File: src/rtl/uart_txq.sv
// Buffered UART transmitter: valid/ready byte FIFO feeding a runtime-configurable serialiser.
// Optional parity support is compiled in when UART_TXQ_PARITY_EN is defined.
`timescale 1ns/1ps
module uart_txq #(
  parameter int FIFO_DEPTH = 4,
  parameter int DIV_W      = 16
) (
  input  logic                          clk,
  input  logic                          rst_n,
  input  logic [DIV_W-1:0]              cfg_div,
  input  logic [1:0]                    cfg_data_bits,
  input  logic                          cfg_stop2,
  input  logic                          cfg_parity_en,
  input  logic                          cfg_parity_odd,
  input  logic                          wr_valid,
  input  logic [7:0]                    wr_data,
  output logic                          wr_ready,
  output logic                          uart_txd,
  output logic                          busy,
  output logic                          tx_done,
  output logic [$clog2(FIFO_DEPTH):0]   fifo_level
);

  localparam int AW = $clog2(FIFO_DEPTH);
  localparam int LW = AW + 1;

  typedef enum logic [2:0] {IDLE, START, DATA, PARITY, STOP} state_t;

  state_t            state, state_nx;
  logic [7:0]        mem [FIFO_DEPTH];
  logic [AW-1:0]     wr_ptr, rd_ptr;
  logic              push, pop, bit_end, last_data, last_stop;
  logic [DIV_W-1:0]  bit_cnt, div_q;
  logic [2:0]        bit_idx;
  logic [1:0]        nbits_q;
  logic              stop2_q, par_en_q, par_bit_q;
  logic [7:0]        shreg;
  logic              par_calc, par_en_in;

  assign wr_ready  = (fifo_level != LW'(FIFO_DEPTH));
  assign push      = wr_valid && wr_ready;
  assign busy      = (state != IDLE) || (fifo_level != '0);
  assign bit_end   = (bit_cnt == div_q - DIV_W'(1));
  assign last_data = (bit_idx == (3'd4 + {1'b0, nbits_q}));
  assign last_stop = !stop2_q || bit_idx[0];
  assign tx_done   = (state == STOP) && bit_end && last_stop;

`ifdef UART_TXQ_PARITY_EN
  // Parity is taken over the head entry masked to the configured width at pop time.
  logic [7:0] par_mask;
  assign par_mask  = 8'hFF >> (2'd3 - cfg_data_bits);
  assign par_calc  = (^(mem[rd_ptr] & par_mask)) ^ cfg_parity_odd;
  assign par_en_in = cfg_parity_en;
`else
  logic unused_parity;
  assign unused_parity = cfg_parity_en ^ cfg_parity_odd;
  assign par_calc  = 1'b0;
  assign par_en_in = 1'b0;
`endif

  always_ff @(posedge clk) begin
    if (push) mem[wr_ptr] <= wr_data;
  end

  always_ff @(posedge clk or negedge rst_n) begin
    if (!rst_n) begin
      wr_ptr     <= '0;
      rd_ptr     <= '0;
      fifo_level <= '0;
    end else begin
      if (push) wr_ptr <= wr_ptr + AW'(1);
      if (pop)  rd_ptr <= rd_ptr + AW'(1);
      if (push && !pop)      fifo_level <= fifo_level + LW'(1);
      else if (pop && !push) fifo_level <= fifo_level - LW'(1);
    end
  end

  always_ff @(posedge clk or negedge rst_n) begin
    if (!rst_n) state <= IDLE;
    else        state <= state_nx;
  end

  // A pop happens on frame start from IDLE or straight out of the last stop bit.
  always_comb begin
    state_nx = state;
    pop      = 1'b0;
    case (state)
      IDLE:   if (fifo_level != '0) begin
                pop      = 1'b1;
                state_nx = START;
              end
      START:  if (bit_end) state_nx = DATA;
      DATA:   if (bit_end && last_data) state_nx = par_en_q ? PARITY : STOP;
      PARITY: if (bit_end) state_nx = STOP;
      STOP:   if (bit_end && last_stop) begin
                if (fifo_level != '0) begin
                  pop      = 1'b1;
                  state_nx = START;
                end else begin
                  state_nx = IDLE;
                end
              end
      default: state_nx = IDLE;
    endcase
  end

  always_ff @(posedge clk or negedge rst_n) begin
    if (!rst_n) begin
      uart_txd  <= 1'b1;
      bit_cnt   <= '0;
      bit_idx   <= '0;
      shreg     <= '0;
      div_q     <= DIV_W'(2);
      nbits_q   <= 2'd3;
      stop2_q   <= 1'b0;
      par_en_q  <= 1'b0;
      par_bit_q <= 1'b0;
    end else if (pop) begin
      shreg     <= mem[rd_ptr];
      div_q     <= (cfg_div < DIV_W'(2)) ? DIV_W'(2) : cfg_div;
      nbits_q   <= cfg_data_bits;
      stop2_q   <= cfg_stop2;
      par_en_q  <= par_en_in;
      par_bit_q <= par_calc;
      bit_cnt   <= '0;
      bit_idx   <= '0;
      uart_txd  <= 1'b0;
    end else if (state != IDLE) begin
      bit_cnt <= bit_end ? '0 : bit_cnt + DIV_W'(1);
      if (bit_end) begin
        case (state)
          START: uart_txd <= shreg[0];
          DATA: begin
            if (last_data) begin
              bit_idx  <= '0;
              uart_txd <= par_en_q ? par_bit_q : 1'b1;
            end else begin
              bit_idx  <= bit_idx + 3'd1;
              shreg    <= shreg >> 1;
              uart_txd <= shreg[1];
            end
          end
          PARITY: uart_txd <= 1'b1;
          STOP: begin
            bit_idx  <= bit_idx + 3'd1;
            uart_txd <= 1'b1;
          end
          default: uart_txd <= 1'b1;
        endcase
      end
    end
  end

endmodule

File: config.mk
export PLATFORM = sky130hd
export DESIGN_NAME = uart_txq
export DESIGN_NICKNAME = d
export VERILOG_FILES = /design/src/rtl/uart_txq.sv
export SDC_FILE = /design/constraint.sdc
export NUM_CORES = 1
export LEC_CHECK = 0
export ABC_CLOCK_PERIOD_IN_PS = 3900
export CORE_MARGIN = 8
export CORE_UTILIZATION = 40
export DETAILED_ROUTE_END_ITERATION = 10
export PLACE_DENSITY = 0.6
export SYNTH_ARGS = -nofsm -noshare
export SYNTH_HDL_FRONTEND = slang
export SYNTH_SLANG_ARGS = --single-unit
File: constraint.sdc
create_clock -name clk -period 3.9 [get_ports clk]
set_clock_uncertainty 0.2 [all_clocks]
set_input_delay 0.585 -clock clk [delete_from_list [all_inputs] [get_ports clk]]
set_output_delay 0.585 -clock clk [all_outputs]
set_load 0.05 [all_outputs]
==> flow_summary.toml <==
[pwr]
vdd_drop_max_mv = 0.4903
p_switching_w = 0.0008174
swShare = 0.3056
p_seq_frac = 0.457
power.leakage_nw = 2.193
pwr_density_cell_nw_per_um2 = 465.6
power.share.clock = 0.345
p_comb_frac = 0.198
internal_power_w = 0.001857

[setup_path]
path_cells = "or4_4, or3_4, a2111oi_4, o211ai_2, or4_4, nor3b_4, buf_12"
cp.arrival_ns = 3.14
worstSetupPathType = "flop to primary output"
crit_family = "simple AND/OR/NAND/NOR gates"
critPathCaptureType = "primary output"
critical_path_required_ns = 3.12
max_stage_delay_ns = 0.56
worst_path_most_repeated_cell = "or4_4"
critPathMaxFanout = 4
slowest_stage = "or4_4"
startpoint_type = "flop"
r2r_slack_ns = 0.13
cp.buffers_inverters = 1
r2r_start = "div_q[8]"
startpoint = "div_q[8]"

[timing]
slew_headroom = 0.5178
finalSetupTns_ns = -0.02214
setup_violations = 1
max_freq_ghz = 0.2550
hold_violations = 0
post-route-period-util = 1.006
rsz0062_at_grt = "yes"
fin_ws_ns = -0.02214
tightest_slew_ns = 0.7177
finalMaxSlewViolations = 0
fin_crit_ns = 3.922

[placement]
place_hpwl_um = 7753
placed_cell_area_um2 = 5299
routabilityCongestion = 0.8580
portBuffers = 36
place_worst_setup_slack_ns = 0.1054

[die]
start_util = 0.4087
ios = 39
die_w_um = 123.8
row_count = 39
die_h_um = 123.8
die-area_um2 = 15320
coreArea_um2 = 11370

[logic_synthesis]
syn_nets = 442
yosysWarningCount = 0
synth_seq_area_share = 0.5148
syn_area_um2 = 4647
post_synth.cell_area_avg_um2 = 11.59
synth-edff-count = 32
syn_inst = 401
synth-main-ff-cell = "dfrtp_1"
ys_types = 60
ys_seq_elements = 89
async_reset_ff_frac = 0.6404

[cts]
clock_latency_ns = 0.35
cts_hold_buf = 0
htree_num_levels = 3
cts.sinks = 89
cts_tree = "built"
clock_path_buffers = 2
root_buffer = "clkbuf_16"
numCtsBuffers = 9
clk_pin_slew_ns = 0.07

[detailed_routing]
viasPerCell = 5.682
wl_um = 10940
vias = 3432
drc = 0
final_antenna_net_count = 0
drt_iter0_drc = 291
wl_per_cell_um = 18.12
dr.pass1.iters = 4

[final_layout]
post-route-util = 0.5052
mostFrequentLayoutCells = "dfrtp_1, clkdlybuf4s50_1, edfxtp_1, buf_4, nor2_1"
diodes = 0
layout_commonest_cell = "dfrtp_1"
nets = 497
design_area_um2 = 5744
drive_gt1_frac = 0.2213
syn2layout_area_growth_pct = 23.61
nFillCells = 1026

[grt]
grt_pass1_wl_um = 17910
grt-ovfl-total = 0
grt_max_degree = 33
grt_pass1_vias = 3387
grtUsageTotal = 0.1534
antenna_found_initial = 0

[run]
drv_cap = 0

[outcome]
violations = "setup timing"
status = "finished, violations left"

[worst_hold_path]
worstHoldPathType = "input pin to async pin"
-- layout make-up --
cell class              instances  area, µm²  share of cell area
flip-flops and latches         89       2392              0.4165
multi-input cells             277       2220              0.3864
inverters                      14      52.55            0.009148
clock inverters                 7      92.59             0.01612
clock buffers                   9      225.2             0.03921
repair buffers                 65      583.1              0.1015
well taps                     143      178.9             0.03115
-- cells in the mapped netlist (9+ instances only) --
cell       n  share of area
dfrtp_1   53           0.29
clkbuf_1  16          0.013
nand3_1    9         0.0097
a21oi_1   15          0.016
edfxtp_1  32           0.21
o21ai_0   16          0.017
mux2_2    18          0.044
o31ai_1    9          0.015
xnor2_1   22          0.041
inv_1     13          0.011
nor4_1    11          0.015
nor2_1    25          0.020
nand2_1   15          0.012
xor2_1    14          0.026
-- cell families (layout without fill, tap and decap cells) --
logic type / after synthesis / after routing / synth area share
AND/OR/NAND/NOR: 111 / 111 / 0.1309
AO/OA/AOI/OAI: 94 / 94 / 0.1451
flip-flops: 89 / 89 / 0.5148
XOR/XNOR: 36 / 36 / 0.06785
buffers and inverters: 35 / 95 / 0.03096
multiplexers: 27 / 27 / 0.08454
adder cells (fa/ha/maj): 9 / 9 / 0.02585
-- worst paths after layout --
| kind | endpoint | cells past startpoint |
|---|---|---|
| max | tx_done | 7 |
| min | fifo_level[1] | 1 |
| max reg2reg | fifo_level[2] | 15 |
| min reg2reg | uart_txd | 2 |
| max in group asynchronous | nbits_q[1] | 2 |
| min in group clk | uart_txd | 2 |
-- power by group through the flow --
stage	Combinational [W]	Clock [W]	Sequential, W
floorplan	0.000307	0	0.00125
global placement	0.000505	0	0.00123
detailed placement	0.000520	0	0.00124
CTS	0.000533	0.000944	0.00122
global route	0.000583	0.000986	0.00124
finish	0.000530	0.000922	0.00122
-- through the flow --
step / instances / power [W] / hold WS [ns]
2_1_floorplan: 401 / 0.001559 / 0.08941
3_3_place_gp: 584 / 0.001735 / 0.2827
3_5_place_dp: 584 / 0.001760 / 0.2833
4_1_cts: 604 / 0.002699 / 0.04306
5_1_grt: 604 / 0.002807 / 0.07599
6_report: 604 / 0.002675 / 0.03128
-- metal layers --
metal  vias up  GRT usage  part of all wire
li1       1641          -                 -
met1      1717     0.2116              0.46
met2        60     0.2282              0.48
met3        14    0.03808             0.044
met4         0    0.05794             0.017
met5         -          0                 0
-- state kept, by name, summed over array words and instances (netlist names) --
signal / cells
mem: 32
bit_cnt: 16
div_q: 16
shreg: 8
bit_idx: 3
fifo_level: 3
state: 3
nbits_q: 2
rd_ptr: 2
wr_ptr: 2
stop2_q: 1
uart_txd: 1
-- repair_timing --
| action | CTS | global route |
|---|---|---|
| resized for setup | 10 | 10 |
| setup buffers | 4 | 0 |
| setup endpoints to repair | 1 | 3 |
| pin swaps | 9 | 7 |
Power figures use the tool's default switching activity.
